File: src/rtl/mfcc_frame_reader.sv
// Read-side consumer of the MFCC output FIFO: once a full frame is available it pops
// DEPTH words one at a time, streams them out with index/last, and reports the frame sum and count.
module mfcc_frame_reader #(
  parameter int DEPTH  = 20,
  parameter int DATA_W = 32,
  parameter int FCNT_W = 16,
  localparam int IDX_W = (DEPTH > 1) ? $clog2(DEPTH) : 1
) (
  input  logic              rdclk,
  input  logic              rd_rstn,
  input  logic              en,
  input  logic              fifo_full,
  output logic              fifo_rden,
  input  logic [DATA_W-1:0] fifo_pop_data,
  output logic              m_valid,
  input  logic              m_ready,
  output logic [DATA_W-1:0] m_data,
  output logic [IDX_W-1:0]  m_idx,
  output logic              m_last,
  output logic              busy,
  output logic              sum_valid,
  output logic [DATA_W-1:0] frame_sum,
  output logic [FCNT_W-1:0] frame_cnt
);

  typedef enum logic [2:0] {
    S_IDLE = 3'd0,
    S_POP  = 3'd1,
    S_CAPT = 3'd2,
    S_HOLD = 3'd3,
    S_DONE = 3'd4
  } state_e;

  localparam logic [IDX_W-1:0] LAST_IDX = IDX_W'(DEPTH - 1);

  state_e              state_q, state_d;
  logic [IDX_W-1:0]    idx_q, idx_d;
  logic [DATA_W-1:0]   acc_q, acc_d;
  logic [DATA_W-1:0]   m_data_q, m_data_d;
  logic                m_valid_q, m_valid_d;
  logic                m_last_q, m_last_d;
  logic                rden_q, rden_d;
  logic                busy_q, busy_d;
  logic                sum_valid_q, sum_valid_d;
  logic [DATA_W-1:0]   frame_sum_q, frame_sum_d;
  logic [FCNT_W-1:0]   frame_cnt_q, frame_cnt_d;

  // Next-state and datapath decode. The strobe-style outputs (rden, busy, sum_valid)
  // are registered from state_d so they line up exactly with the state they describe.
  always_comb begin
    state_d     = state_q;
    idx_d       = idx_q;
    acc_d       = acc_q;
    m_data_d    = m_data_q;
    m_valid_d   = m_valid_q;
    m_last_d    = m_last_q;
    frame_sum_d = frame_sum_q;
    frame_cnt_d = frame_cnt_q;

    case (state_q)
      S_IDLE: begin
        if (en && fifo_full) begin
          state_d = S_POP;
          idx_d   = '0;
          acc_d   = '0;
        end else begin
          state_d = S_IDLE;
        end
      end
      S_POP: begin
        state_d = S_CAPT;
      end
      S_CAPT: begin
        m_data_d  = fifo_pop_data;
        acc_d     = acc_q + fifo_pop_data;
        m_valid_d = 1'b1;
        m_last_d  = (idx_q == LAST_IDX);
        state_d   = S_HOLD;
      end
      S_HOLD: begin
        // m_valid is always high here, so m_ready alone completes the handshake
        if (m_ready) begin
          m_valid_d = 1'b0;
          m_last_d  = 1'b0;
          if (idx_q == LAST_IDX) begin
            state_d     = S_DONE;
            frame_sum_d = acc_q;
            frame_cnt_d = frame_cnt_q + FCNT_W'(1);
          end else begin
            idx_d   = idx_q + IDX_W'(1);
            state_d = S_POP;
          end
        end else begin
          state_d = S_HOLD;
        end
      end
      S_DONE: begin
        state_d = S_IDLE;
      end
      default: begin
        state_d = S_IDLE;
      end
    endcase

    rden_d      = (state_d == S_POP);
    busy_d      = (state_d != S_IDLE);
    sum_valid_d = (state_d == S_DONE);
  end

  // State and output registers; reset abandons any frame in flight.
  always_ff @(posedge rdclk or negedge rd_rstn) begin
    if (!rd_rstn) begin
      state_q     <= S_IDLE;
      idx_q       <= '0;
      acc_q       <= '0;
      m_data_q    <= '0;
      m_valid_q   <= 1'b0;
      m_last_q    <= 1'b0;
      rden_q      <= 1'b0;
      busy_q      <= 1'b0;
      sum_valid_q <= 1'b0;
      frame_sum_q <= '0;
      frame_cnt_q <= '0;
    end else begin
      state_q     <= state_d;
      idx_q       <= idx_d;
      acc_q       <= acc_d;
      m_data_q    <= m_data_d;
      m_valid_q   <= m_valid_d;
      m_last_q    <= m_last_d;
      rden_q      <= rden_d;
      busy_q      <= busy_d;
      sum_valid_q <= sum_valid_d;
      frame_sum_q <= frame_sum_d;
      frame_cnt_q <= frame_cnt_d;
    end
  end

  assign fifo_rden = rden_q;
  assign m_valid   = m_valid_q;
  assign m_data    = m_data_q;
  assign m_idx     = idx_q;
  assign m_last    = m_last_q;
  assign busy      = busy_q;
  assign sum_valid = sum_valid_q;
  assign frame_sum = frame_sum_q;
  assign frame_cnt = frame_cnt_q;

endmodule

File: config.mk
export PLATFORM = sky130hd
export DESIGN_NAME = mfcc_frame_reader
export DESIGN_NICKNAME = d
export VERILOG_FILES = /design/src/rtl/mfcc_frame_reader.sv
export SDC_FILE = /design/constraint.sdc
export NUM_CORES = 1
export LEC_CHECK = 0
export BUFFER_PORTS_ARGS = -buffer_cell sky130_fd_sc_hd__buf_2
export CAP_MARGIN = 20
export CORE_MARGIN = 3
export CORE_UTILIZATION = 35
export DETAILED_ROUTE_END_ITERATION = 7
export HOLD_SLACK_MARGIN = 0.15
export PLACE_DENSITY_LB_ADDON = 0.05
export SETUP_SLACK_MARGIN = 0.3
export SLEW_MARGIN = 15
export SYNTH_ARGS = -nofsm -noshare
export SYNTH_HDL_FRONTEND = slang
export SYNTH_SLANG_ARGS = --single-unit
export TNS_END_PERCENT = 20
File: constraint.sdc
create_clock -name rdclk -period 3.7 [get_ports rdclk]
set_input_delay 0.185 -clock rdclk [delete_from_list [all_inputs] [get_ports rdclk]]
set_output_delay 0.185 -clock rdclk [all_outputs]
set_load 0.01 [all_outputs]
[Word-level counts from Yosys, hierarchy flattened]
Index checks and enable logic that the tools add are counted.
Cells by class
  add/sub/neg operators: 3
  equality and inequality tests: 9
  muxes and demuxes: 13
  reduce and logical (&&, ||, !) cells: 10
Operators by type and width (number)
  32-bit one-hot mux with 2 select lines: 1
  32-bit adder: 1
  32-bit 2-to-1 mux: 1
  16-bit by 1-bit adder with 16-bit output, second input constant: 1
  5-bit 2-to-1 mux: 3
  3-bit one-hot mux with 4 select lines: 1
  5-bit one-hot mux with 2 select lines: 1
  3-bit by 1-bit equality test with 1-bit output, second input constant: 2
  3-bit by 2-bit equality test with 1-bit output, second input constant: 2
  3-bit 2-to-1 mux: 2
  2-bit inequality test, second input constant: 3
  2-bit nonzero test: 3
  5-bit by 1-bit adder with 5-bit output, second input constant: 1
  5-bit equality test, second input constant: 1
  1-bit one-hot mux with 2 select lines: 2
  2-bit AND reduction: 2
  4-bit AND reduction: 1
  3-bit equality test, second input constant: 1
  3-bit logical NOT: 1
  3-bit AND reduction: 1
  3-bit nonzero test: 1
  1-bit 2-to-1 mux: 2
  1-bit logical AND: 1
Storage, ports and cells
  bits in registers: 125
  input port bits: 37

[Logic depth before layout (Yosys ltp)]
Gate-level depths: netlist of run 1.
  depth after elaboration: 5
  depth in mapped cells: 11
  depth with buffers taken out: 11

[Least setup slack after synthesis of run 1]
OpenSTA, ideal clock, no wires.
  path kind: register to register
  from: reg acc_q[0]
  to: reg acc_q[30]
  setup time: 0.131 ns
  arrival: 2.275 ns
  required time: 3.569 ns
  setup slack: 1.294 ns
  stages on the path, launching flop included: 12
  path buffers: 0
  period minus slack after synthesis: 2.406 ns
  cell sequence: dfrtp_1 ha_1 inv_1 fa_1 and2b_1 o31a_2 o21a_2 a21oi_2 o22a_2 o41ai_2 xnor2_1 o21ai_1
Between the ends
  cells in the longest elaborated chain, start to end: 2
RTL lines
  start: declaration: line 38  | logic [DATA_W-1:0] acc_q, acc_d;
  start signal: assignment: line 115  | acc_q <= '0;
  start signal: assignment: line 127  | acc_q <= acc_d;
  32-bit adder: line 75  | acc_d = acc_q + fifo_pop_data;
  32-bit one-hot mux with 2 select lines: line 60  | case (state_q)
No other way between the ends.
A chain may end at the register's enable or synchronous reset.

[Worst setup path after layout of run 1]
  from: in fifo_pop_data[0]
  to: reg acc_q[30]
Between the ends
  cells in the longest elaborated chain, start to end: 2
RTL lines
  start: declaration: line 14  | input logic [DATA_W-1:0] fifo_pop_data,
  32-bit adder: line 75
  32-bit one-hot mux with 2 select lines: line 60
No other way between the ends.

==> results of run 1 <==
-- sequential cells by signal, summed over array words and instances, names as in the netlist --
name,count
acc_q,32
busy,1
fifo_rden,1
frame_cnt,16
frame_sum,32
m_data,32
m_idx,5
m_last,1
m_valid,1
state_q,3
sum_valid,1
-- per-stage QoR --
stage               power, mW  setup slack (ns)  hold WS, ns
floorplan                4.27              1.29       -0.111
finish                   6.99              1.00        0.202
global route             7.56             0.795        0.217
global placement         5.15              1.11        0.328
CTS                      7.09              1.03        0.183
detailed placement       5.19              1.07        0.336
-- synthesized netlist by cell type (6+ instances only) --
library cell	instances
clkbuf_1	8
nand3_1	17
nor2_1	30
ha_1	33
a21oi_1	28
mux2_2	33
o21ai_1	15
buf_2	9
xnor2_1	23
inv_1	16
buf_1	6
o21bai_1	6
nand4_1	11
xor2_1	21
dfrtp_1	125
o21ai_0	23
a21o_1	14
nand2_1	144
-- layer usage --
metal  part of all wire, %  vias to the layer above  wire, microns  GRT usage [%]
met1                    49                     2525           8110           23.8
met2                    45                      136           7480           26.0
li1                      -                     2566              -              -
met5                     0                        -              0              0
met3                   3.5                       25            585           3.06
met4                   2.2                        0            361           6.92
-- power by group --
part / internal (mW) / switching [mW]
Sequential: 1.83 / 0.326
Combinational: 1.25 / 1.76
Clock: 1.21 / 0.608
-- layout make-up --
class	count	area, sq um
fill	1742	9750
clock inverter	11	190
multi-input combinational	477	3200
inverter	16	60.1
sequential	125	3130
clock buffer	21	450
timing repair buffer	165	1020
tap	229	287
-- final timing paths --
| path | start | endpoint | slack (ns) | depth (start not counted) |
|---|---|---|---|---|
| min in group asynchronous | rd_rstn | frame_sum[3] | 0.39 | 2 |
| max in group asynchronous | rd_rstn | acc_q[25] | 2.48 | 3 |
| worst min register to register | frame_cnt[15] | frame_cnt[15] | 0.46 | 1 |
| worst max register to register | acc_q[0] | acc_q[30] | 1.04 | 11 |
| worst max-delay path | fifo_pop_data[0] | acc_q[30] | 1.00 | 13 |
| worst min-delay path | fifo_full | m_idx[3] | 0.20 | 4 |
-- cells by family after synthesis --
| family | after synthesis | synth area share [%] |
|---|---|---|
| xor+xnor | 44 | 5.95 |
| buf+inv | 40 | 2.55 |
| flops | 125 | 48.3 |
| compound gates | 137 | 14.7 |
| mux | 36 | 6.20 |
| simple gates | 226 | 15.6 |
| fa+ha+maj | 34 | 6.69 |
-- tightest hold or removal path: cells and delay by family --
kind / cells / cell delay (ns)
and+or+nand+nor: 3 / 0.26
buffers and inverters: 1 / 0.12
-- timing repair --
action / 4_1_cts / 5_1_grt
hold buffers: 34 / 0
endpoints found under the setup margin: 0 / 0
hold endpoints to repair: 95 / 0
==> metrics.yaml, run 1 <==
layout.cells.most_common: "nand2_1"
nets: 873
critPathKind: "input pin to flop"
synthArstFlopShare_pct: 100
rsz0062_at_grt: "no"
final_core_util_pct: 46.1
gr-total-overflow: 0
synthDistinctLibCells: 63
grt_max_degree: 67
start_util_pct: 35.8
syn-cell-area_sq_mm: 0.00647
grt_first_pass_wirelength_microns: 27300
dpl-instance-area_sq_mm: 0.00735
portBuffers: 126
ys_seq_area_share_pct: 48.3
cts_made_buffers: 17
setup_violations: 0
ir_drop_mv: 0.364
wl_microns: 16500
synth_area_leader_cell: "dfrtp_1"
yosys_warnings: 0
die_y_microns: 142
clockBufferDepth: 2
p_per_area_mw_per_mm2: 839
final_cell_mix: "nand2_1, dfrtp_1, buf_2"
syn_nets: 713
fp.dieW_microns: 142
gp_congestion: 0.800
finalSetupTns_ns: 0
drive_gt1_share_pct: 27.0
cp_cell_sequence: "dlygate4sd3_1, buf_2, ha_1, inv_1, fa_1, and2b_1, o31a_2, o21a_2, a21oi_2, o22a_2, o41ai_2, xnor2_1, o21ai_1"
holdCritPathClass: "input pin to flop"
max-cap-violations: 0
fin_worst_skew_ns: 0.00797
cts_root_buf: "clkbuf_16"
io_pins: 127
drtPass1Iterations: 4
crit_arrival_ns: 2.99
syn_area_per_cell_sq_um: 10.1
synth_top_area_share_pct: 48.3
clkTransAtPathRegs_ns: 0.05
fmax_mhz: 371
cts.sink_count: 125
dp_hpwl_microns: 11600
core_sq_mm: 0.0181
drtIter0Drc: 217
vias_per_cell: 5.03
hold_viol: 0
cts.htree.levels: 4
slew_headroom_pct: 47.1
synth-edff-count: 0
status: "finished, final reports clean"
grt_pass1_vias: 5206
syn-instance-count: 642
cts_tree: "built"
post_cts_buffers: 0
antenna_found_initial: 0
vias: 5252
drtAntennaViolNets: 0
worstSetupEndpointType: "flop"
crit_family: "compound AO/OA/AOI/OAI gates"
critPathRequiredTime_ns: 3.99
finish.instance_area_sq_mm: 0.00834
routedWlPerCell_microns: 15.8
rows: 49
die-area_sq_mm: 0.0202
fin_crit_ns: 2.70
area_growth_pct: 28.8
n_antenna_cell: 0
worstMarginPinSlew_ns: 0.793
synthFlopType: "dfrtp_1"
drcViolationCount: 0
cp_num_buf_inv: 3
drv_slew: 0
cp_slowest_cell: "dlygate4sd3_1"
ctsResizeCount: 0
insertion_delay_ns: 0.41
ys_top_cells_by_area: "dfrtp_1, nand2_1, ha_1"
critPathMaxStageDelay_ns: 0.52
crit_path_start_kind: "input pin"
stdcell_count: 1044
cp_max_fo: 4
track_usage_pct: 17.0
leakagePower_nw: 4.28
timing.final.crit_share_pct: 72.9
synth-seq-cells: 125
dpl.cell_count: 978
Power figures use the tool's default switching activity.
==> run 2, diff against run 1 <==
ABC_AREA = 1   (was default)
clock period = 2.53 ns   (was 3.7 ns; I/O delays follow)
==> metrics.yaml, run 2 <==
synthDistinctLibCells: 34
fin_crit_ns: 2.12
synth_most_common_cell: "nand2_1"
setup_violations: 0
drtAntennaViolNets: 0
cp_common_cell: "nand2_1"
p_per_area_mw_per_mm2: 1080
crit_cells: 15
area_growth_pct: 26.7
grt_first_pass_wirelength_microns: 33400
insertion_delay_ns: 0.42
drtIter0Drc: 361
drv_slew: 0
fillers: 2071
synth_common_cells: "nand2_1, inv_1, dfrtp_1"
synthFlopType: "dfrtp_1"
p_comb_share_pct: 46.3
crit_arrival_ns: 2.41
dpl-instance-area_sq_mm: 0.00819
status: "finished, final reports clean"
wl_microns: 20300
syn-cell-area_sq_mm: 0.00721
layout.cells.most_common: "nand2_1"
syn_area_per_cell_sq_um: 7.01
cp_cell_sequence: "dlygate4sd3_1, buf_2, ha_2, inv_1, fa_1, inv_1, nand3_1, nand3_2, nand2_1, nand2_1, nand3_1, nand2_1, nand2_1, nand2_1, o21ai_0"
cts_tree: "built"
p_seq_share_pct: 29.5
leakagePower_nw: 5.34
endpoint: "acc_q[16]"
grt_max_degree: 50
max-cap-violations: 0
dp_hpwl_microns: 15100
cts_root_buf: "clkbuf_16"
start_util_pct: 36.3
clockBufferDepth: 2
die_y_microns: 150
p_sw_share_pct: 43.2
ys_seq_area_share_pct: 43.4
holdCritPathClass: "input pin to async pin"
core_sq_mm: 0.0198
reg2reg_depth: 13
syn_nets: 1099
gp_congestion: 0.845
stdcell_count: 1476
dpl.cell_count: 1409
timing.final.crit_share_pct: 83.7
rsz0062_at_grt: "yes"
timing.final.ws_setup_ns: 0.412
ir_drop_mv: 0.508
portBuffers: 126
finish.instance_area_sq_mm: 0.00913
drtPass1Iterations: 5
cp_num_buf_inv: 4
track_usage_pct: 18.9
rows: 51
grt_pass1_vias: 6487
hold_viol: 0
critPathMaxStageDelay_ns: 0.52
synth_top_area_share_pct: 43.4
vias: 6633
nets: 1270
pre_cts_slack_ns: 0.384
antenna_found_initial: 0
fin_worst_skew_ns: 0.00849
reg2reg_to: "acc_q[16]"
drive_gt1_share_pct: 14.6
ys_top_cells_by_area: "dfrtp_1, nand2_1, inv_1"
crit_family: "buffers and inverters"
die-area_sq_mm: 0.0224
multiInputGateArea_sq_mm: 0.00342
p_int_mw: 5.60
startpoint: "fifo_pop_data[0]"
critPathKind: "input pin to flop"
syn-instance-count: 1028
slew_headroom_pct: 67.6
fp.dieW_microns: 150
worstSetupEndpointType: "flop"
cts.htree.levels: 4
worstMarginPinSlew_ns: 0.486
fmax_mhz: 472
regArea_sq_mm: 0.00313
vias_per_cell: 4.49
synth-seq-cells: 125
gr-total-overflow: 0
reg2reg_slack_ns: 0.42
n_antenna_cell: 0
cp_max_fo: 4
clkTransAtPathRegs_ns: 0.06
synthArstFlopShare_pct: 100
r2r_start: "acc_q[0]"
finalSetupTns_ns: 0
synth_area_leader_cell: "dfrtp_1"
io_pins: 127
cts.sink_count: 125
post_cts_buffers: 0
routedWlPerCell_microns: 13.8
synth-edff-count: 0
cp_slowest_cell: "dlygate4sd3_1"
clkPwrFrac_pct: 24.2
switchingPower_mw: 4.27
hold-worst-slack_ns: 0.204
drcViolationCount: 0
yosys_warnings: 0
crit_path_start_kind: "input pin"
final_cell_mix: "nand2_1, inv_1, dfrtp_1, buf_2, nor2_1"
cts_made_buffers: 17
critPathRequiredTime_ns: 2.82
-- run 2: worst min path at each step --
stage | start | endpoint | slack, ns | cells after the start
global placement | rd_rstn | m_data[3] | 0.10 | 1
detailed placement | rd_rstn | m_data[2] | 0.1 | 1
finish | rd_rstn | m_data[2] | 0.20 | 2
CTS | rd_rstn | m_data[2] | 0.22 | 2
floorplan | rd_rstn | acc_q[0] | -0.17 | 0
global route | rd_rstn | m_data[2] | 0.26 | 2
-- run 2: cell type report --
| cell class | count | share of cell area [%] |
|---|---|---|
| Multi-Input combinational cell | 723 | 37.4 |
| Sequential cell | 125 | 34.3 |
| Timing Repair Buffer | 172 | 11.9 |
| Inverter | 160 | 6.58 |
| Clock buffer | 21 | 4.93 |
| Tap cell | 265 | 3.63 |
| Clock inverter | 10 | 1.27 |
-- run 2: power by group through the flow --
stage / logic, mW / registers (mW) / clock network [mW]
floorplan: 2.98 / 3.03 / 0
global placement: 4.53 / 2.93 / 0
detailed placement: 4.54 / 2.94 / 0
CTS: 4.61 / 2.91 / 2.45
global route: 5.29 / 2.99 / 2.54
finish: 4.57 / 2.91 / 2.39
-- run 2: kinds of logic (layout without fill, tap and decap cells) --
logic type,Yosys count,count (layout),share of synthesized area (%)
AND/OR/NAND/NOR,578,578,32.3
XOR/XNOR,16,16,1.94
adder cells (fa/ha/maj),34,34,6.01
flip-flops,125,125,43.4
AO/OA/AOI/OAI,95,95,6.89
buffers and inverters,180,363,9.51
-- run 2: what timing repair did --
| action | CTS | global route |
|---|---|---|
| hold endpoints to repair | 110 | 0 |
| gates resized for setup | 0 | 4 |
| hold buffers | 36 | 0 |
| setup endpoints to repair | 0 | 20 |
-- run 2: stage by stage --
step	utilization, %	power [mW]
global route	46.0	10.8
detailed placement	41.2	7.48
global placement	41.2	7.46
CTS	45.9	9.97
floorplan	-	6.01
finish	46.0	9.87
-- run 2: layer usage --
layer  wire, microns  part of all wire (%)  global-route usage [%]
met4             178                  0.88                    4.53
met5               0                     0                       0
met3             836                   4.1                    3.57
met1           10600                    52                    27.5
met2            8680                    43                    29.0
